**src/rtl/wb_host_initiator.sv**
```systemverilog
// rtl/wb_host_initiator.sv - Wishbone classic initiator for a cmd/rsp stream, with local project-select register
module wb_host_initiator #(
  parameter logic [31:0] CFG_ADDRESS    = 32'h300FFFFC,
  parameter int          CFG_BITS       = 2,
  parameter int          TIMEOUT_CYCLES = 255
) (
  input  logic                wb_clk_i,
  input  logic                wb_rst_i,
  input  logic                cmd_valid,
  output logic                cmd_ready,
  input  logic                cmd_we,
  input  logic [3:0]          cmd_sel,
  input  logic [31:0]         cmd_adr,
  input  logic [31:0]         cmd_dat,
  output logic                rsp_valid,
  input  logic                rsp_ready,
  output logic [31:0]         rsp_dat,
  output logic                rsp_err,
  output logic                wbm_cyc_o,
  output logic                wbm_stb_o,
  output logic                wbm_we_o,
  output logic [3:0]          wbm_sel_o,
  output logic [31:0]         wbm_adr_o,
  output logic [31:0]         wbm_dat_o,
  input  logic                wbm_ack_i,
  input  logic [31:0]         wbm_dat_i,
  output logic [CFG_BITS-1:0] cfg_o
);

  // A disabled timeout still needs a legal one-bit timer.
  localparam int TW = (TIMEOUT_CYCLES > 0) ? $clog2(TIMEOUT_CYCLES + 1) : 1;
  localparam logic [TW-1:0] TMAX = TW'(TIMEOUT_CYCLES - 1);

  typedef enum logic [1:0] {
    IDLE = 2'd0,
    BUS  = 2'd1,
    RESP = 2'd2
  } state_t;

  state_t        state;
  state_t        state_next;
  logic [TW-1:0] timer;
  logic          is_cfg;
  logic          expire;

  assign is_cfg = (cmd_adr == CFG_ADDRESS);
  assign expire = (TIMEOUT_CYCLES != 0) && (timer == TMAX) && !wbm_ack_i;

  always_ff @(posedge wb_clk_i or posedge wb_rst_i) begin
    if (wb_rst_i) begin
      state <= IDLE;
    end else begin
      state <= state_next;
    end
  end

  always_comb begin
    state_next = state;
    cmd_ready  = 1'b0;
    case (state)
      IDLE: begin
        cmd_ready = 1'b1;
        if (cmd_valid) begin
          state_next = is_cfg ? RESP : BUS;
        end
      end
      BUS: begin
        if (wbm_ack_i || expire) begin
          state_next = RESP;
        end
      end
      RESP: begin
        if (rsp_ready) begin
          state_next = IDLE;
        end
      end
      default: state_next = IDLE;
    endcase
  end

  always_ff @(posedge wb_clk_i or posedge wb_rst_i) begin
    if (wb_rst_i) begin
      rsp_valid <= 1'b0;
      rsp_dat   <= 32'h0;
      rsp_err   <= 1'b0;
      wbm_cyc_o <= 1'b0;
      wbm_stb_o <= 1'b0;
      wbm_we_o  <= 1'b0;
      wbm_sel_o <= 4'h0;
      wbm_adr_o <= 32'h0;
      wbm_dat_o <= 32'h0;
      cfg_o     <= '0;
      timer     <= '0;
    end else begin
      case (state)
        IDLE: begin
          if (cmd_valid && is_cfg) begin
            // Project-select access is serviced here and never reaches the bus.
            if (cmd_we) begin
              cfg_o   <= cmd_dat[CFG_BITS-1:0];
              rsp_dat <= 32'h0;
            end else begin
              rsp_dat <= {{(32-CFG_BITS){1'b0}}, cfg_o};
            end
            rsp_err   <= 1'b0;
            rsp_valid <= 1'b1;
          end else if (cmd_valid) begin
            wbm_we_o  <= cmd_we;
            wbm_sel_o <= cmd_sel;
            wbm_adr_o <= cmd_adr;
            wbm_dat_o <= cmd_dat;
            wbm_cyc_o <= 1'b1;
            wbm_stb_o <= 1'b1;
            timer     <= '0;
          end
        end
        BUS: begin
          if (wbm_ack_i) begin
            wbm_cyc_o <= 1'b0;
            wbm_stb_o <= 1'b0;
            rsp_dat   <= wbm_we_o ? 32'h0 : wbm_dat_i;
            rsp_err   <= 1'b0;
            rsp_valid <= 1'b1;
          end else if (expire) begin
            wbm_cyc_o <= 1'b0;
            wbm_stb_o <= 1'b0;
            rsp_dat   <= 32'h0;
            rsp_err   <= 1'b1;
            rsp_valid <= 1'b1;
          end else begin
            timer <= timer + TW'(1);
          end
        end
        RESP: begin
          if (rsp_ready) begin
            rsp_valid <= 1'b0;
          end
        end
        default: ;
      endcase
    end
  end

endmodule
```
**config.mk**
```make
export PLATFORM = sky130hd
export DESIGN_NAME = wb_host_initiator
export DESIGN_NICKNAME = d
export VERILOG_FILES = /design/src/rtl/wb_host_initiator.sv
export SDC_FILE = /design/constraint.sdc
export NUM_CORES = 1
export LEC_CHECK = 0
export ABC_AREA = 1
export BUFFER_PORTS_ARGS = -buffer_cell sky130_fd_sc_hd__buf_2
export CAP_MARGIN = 20
export CORE_MARGIN = 2
export CORE_UTILIZATION = 40
export DETAILED_ROUTE_END_ITERATION = 10
export PLACE_DENSITY = 0.71
export SLEW_MARGIN = 30
export SYNTH_ARGS = -nofsm -noshare
export SYNTH_HDL_FRONTEND = slang
export SYNTH_SLANG_ARGS = --single-unit
```
**constraint.sdc**
```tcl
create_clock -name wb_clk_i -period 3.25 [get_ports wb_clk_i]
set_clock_uncertainty 0.2 [all_clocks]
set_input_delay 0 -clock wb_clk_i [delete_from_list [all_inputs] [get_ports wb_clk_i]]
set_output_delay 0 -clock wb_clk_i [all_outputs]
set_load 0.005 [all_outputs]
```
==> metrics <==
Max Cap Viol=0; Gate power share=between 30% and 40%; CP max stage cell=dlygate4sd3_1; final hold vios=0; vias per std cell=4.60; setup tns final=0 ns; Mapped Cells=roughly 600; root buffer cell=clkbuf_16; cell area power density=~800 nW/um2; Worst Setup SP=cmd_adr[0]; postcts setup bufs=0; router iterations before antenna repair=4; row count=41; Switching Power=about 2.3 mW; nets=around 1000; Slew HR=48.6%; share of cells above drive strength 1=between 30% and 40%; Hold Path Class=in -> async; final worst-path cycle share=between 70% and 80%; reg2reg end=cfg_o[1]; FF+latch count, synth=approximately 120; FF-to-FF path depth=8; worst vdd rail ir drop=slightly above 0.6 mV; fmax=0.386 GHz; worst-path fanout max=3; clock group share of total power=between 20 and 30%; critical path data required time=3.39 ns; post-synth cell types=26; Die Wd=between 100 and 150 um; Critical Path Max Stage Delay=~0.57 ns; Worst Setup End Kind=register; final antenna-violating net count=0; vias in the first global route=5143; worst r2r src=state[1]; Vias=between 5000 and 6000; H-tree depth=4; worst hold margin=roughly 0.066 ns; run status=completed; DP HPWL=just over 9 mm; Mapped Avg Cell Area=approximately 8.7 um2; CP Launch Type=input pin; Die ar.=roughly 14000 um2; leakage=4.34 nW; first-pass GRT wire length=around 24 mm; Final GP Congestion=about 0.86; FILL cells=between 1000 and 1500; initial antenna violation count=0; reg2reg setup slack=~0.67 ns; register share of total power=36.4%; Crit. path cell count=13; Die Y=roughly 120 um; sw frac=between 30% and 40%; Internal=about 4.2 mW; RSZ-0062 raised after global routing=no; Pwr Total=approximately 6.5 mW; Top Ports=about 210; kind of cell adding the most delay to the critical path=buffers and inverters; most used cell, CP=nand2_1; Area Overhead vs Synth=55.3%; Critical Path, Cell by Cell=dlygate4sd3_1 -> buf_2 -> inv_1 -> nand2_1 -> nor2_1 -> nand2_1 -> nor2_1 -> nand2_1 -> nor2_1 -> nand3_1 -> dlygate4sd3_1 -> nand2_1 -> dlygate4sd3_1; # clock sinks=about 120; final setup margin=~0.66 ns; CP endpoint=cfg_o[1]; met2 Use GR=37.0%; multi-input combinational cell area=around 1800 um2; CTS tree=built; crit path time final=between 2 and 3 ns; dpl cells=963; Slew @ Worst Pin=just under 0.8 ns; wirelength, routed=about 15 mm; Yosys Warn Count=0; met3 GRT Util=just over 6%; largest net degree at the start of global routing=87; synthesized area=between 5000 and 6000 um2; Seq/Total Area, Yosys=a little under three fifths; CP bufs+invs=5; Avg WL per Cell=13.6 um; Final Non-Filler Cells=between 1000 and 1500; Starting DRT DRC Count=276; Clock Tree Buf Depth=2; Tot GR Track Use=22.1%; Skew-Pair Late Insertion Delay=roughly 0.41 ns; Overflow after GRT=0; Post-Place Setup Slack=approximately 0.80 ns; Slew Viols, Final=0; total CTS buffers=17; Core ar.=~13000 um2; met1 global-route usage=between 20% and 30%; Synth Net Count=710; Buffers on Ports=213; final number of setup-violating endpoints=0; sequential cell area=slightly below 3000 um2; Initial Util=roughly two fifths; Inserted Diodes=0; Residual DRC=0; WS Path Type=in -> reg; Reg clk slew, reported paths=approximately 0.050 ns; gr busiest metal=met2; Worst Path Arrival=around 2.7 ns
cell usage in the layout (no fill, tap or decap):
master,count
clkbuf_16,17
a32o_1,2
a21oi_1,8
nand2_4,1
clkbuf_1,3
dfrtp_1,116
nand3_4,1
a31oi_1,1
a21oi_4,1
nor3_1,1
bufinv_16,3
nand2_2,2
inv_2,2
dlygate4sd3_1,112
nor3b_1,1
or2_2,1
ha_1,5
nand4_1,2
clkinvlp_4,2
nand3_1,21
o21ai_1,1
buf_4,3
buf_2,213
nor2_1,21
buf_12,2
nor2_2,3
inv_1,79
o21ai_0,74
clkinv_2,8
o21ai_2,30
nand2_1,199
worst register-to-register path, stage by stage (launching register included):
cell and delay (ns):
dfrtp_1 0.40, inv_1 0.09, ha_1 0.37, nand2_1 0.10, inv_1 0.10, nand3_1 0.08
dlygate4sd3_1 0.57, nand2_1 0.07, dlygate4sd3_1 0.54
cell families (layout without fill, tap and decap cells):
logic type               count (synthesis)  after routing  share of synthesized area, %
AND/OR/NAND/NOR                        253            253                          19.5
buffers and inverters                  108            444                          9.47
adder cells (fa/ha/maj)                  5              5                          1.21
flip-flops                             116            116                          55.9
AO/OA/AOI/OAI                          117            117                          13.9
layer usage:
metal | part of all wire (%) | up-vias
met5 | 0 | -
met4 | 3.7 | 0
met3 | 5.5 | 45
met2 | 49 | 188
met1 | 41 | 2324
li1 | - | 2531
power groups by stage:
stage	Clock [mW]	Combinational, mW	Sequential, mW
finish	1.81	2.31	2.36
global route	1.93	2.62	2.44
CTS	1.85	2.30	2.35
detailed placement	0	2.17	2.36
global placement	0	2.13	2.35
floorplan	0	1.32	2.41
cell type report:
class / count / area share (%)
Clock inverter: 12 / 1.71
Timing Repair Buffer: 330 / 27.9
Tap cell: 172 / 2.67
Sequential cell: 116 / 36.0
Clock buffer: 20 / 5.42
Multi-Input combinational cell: 375 / 22.4
Inverter: 82 / 3.87
timing repair:
action	in CTS	in global routing
gates resized for setup	0	0
endpoints found under the setup margin	0	0
hold endpoints to repair	146	0
hold buffers	112	0
sequential cells by signal, summed over array words and instances (netlist names):
signal	flops
state	2
wbm_we_o	1
cfg_o	2
rsp_err	1
wbm_sel_o	4
wbm_dat_o	32
rsp_dat	32
timer	8
wbm_stb_o	1
wbm_adr_o	32
rsp_valid	1
synth_stat cells, drive strengths merged:
master / count / share of area, %
o21ai: 105 / 12
nand2: 202 / 15
nand4: 2 / 0.24
inv: 82 / 5.9
ha: 5 / 1.2
a21oi: 9 / 1.1
a31oi: 1 / 0.12
nor3b: 1 / 0.14
dfrtp: 116 / 56
clkbuf: 5 / 0.36
nor2: 24 / 1.8
nor3: 1 / 0.096
a32o: 2 / 0.39
nand3: 22 / 2.2
buf: 21 / 3.2
or2: 1 / 0.12
worst min-delay path by stage:
stage | from | end | slack, ns | depth (start not counted)
2_1_floorplan | cmd_dat[0] | wbm_dat_o[0] | -0.07 | 2
3_3_place_gp | wb_rst_i | rsp_dat[7] | -0.06 | 2
3_5_place_dp | wb_rst_i | rsp_dat[6] | -0.05 | 2
4_1_cts | wb_rst_i | rsp_dat[6] | 0.05 | 3
5_1_grt | wb_rst_i | rsp_dat[6] | 0.10 | 3
6_report | wb_rst_i | rsp_dat[6] | 0.07 | 3
per-stage QoR:
stage	util [%]	cell area, um2
finish	63.9	8060
global route	63.9	8060
CTS	63.9	8060
detailed placement	50.4	6360
global placement	50.4	6360
floorplan	-	5190
Power figures use the tool's default switching activity.
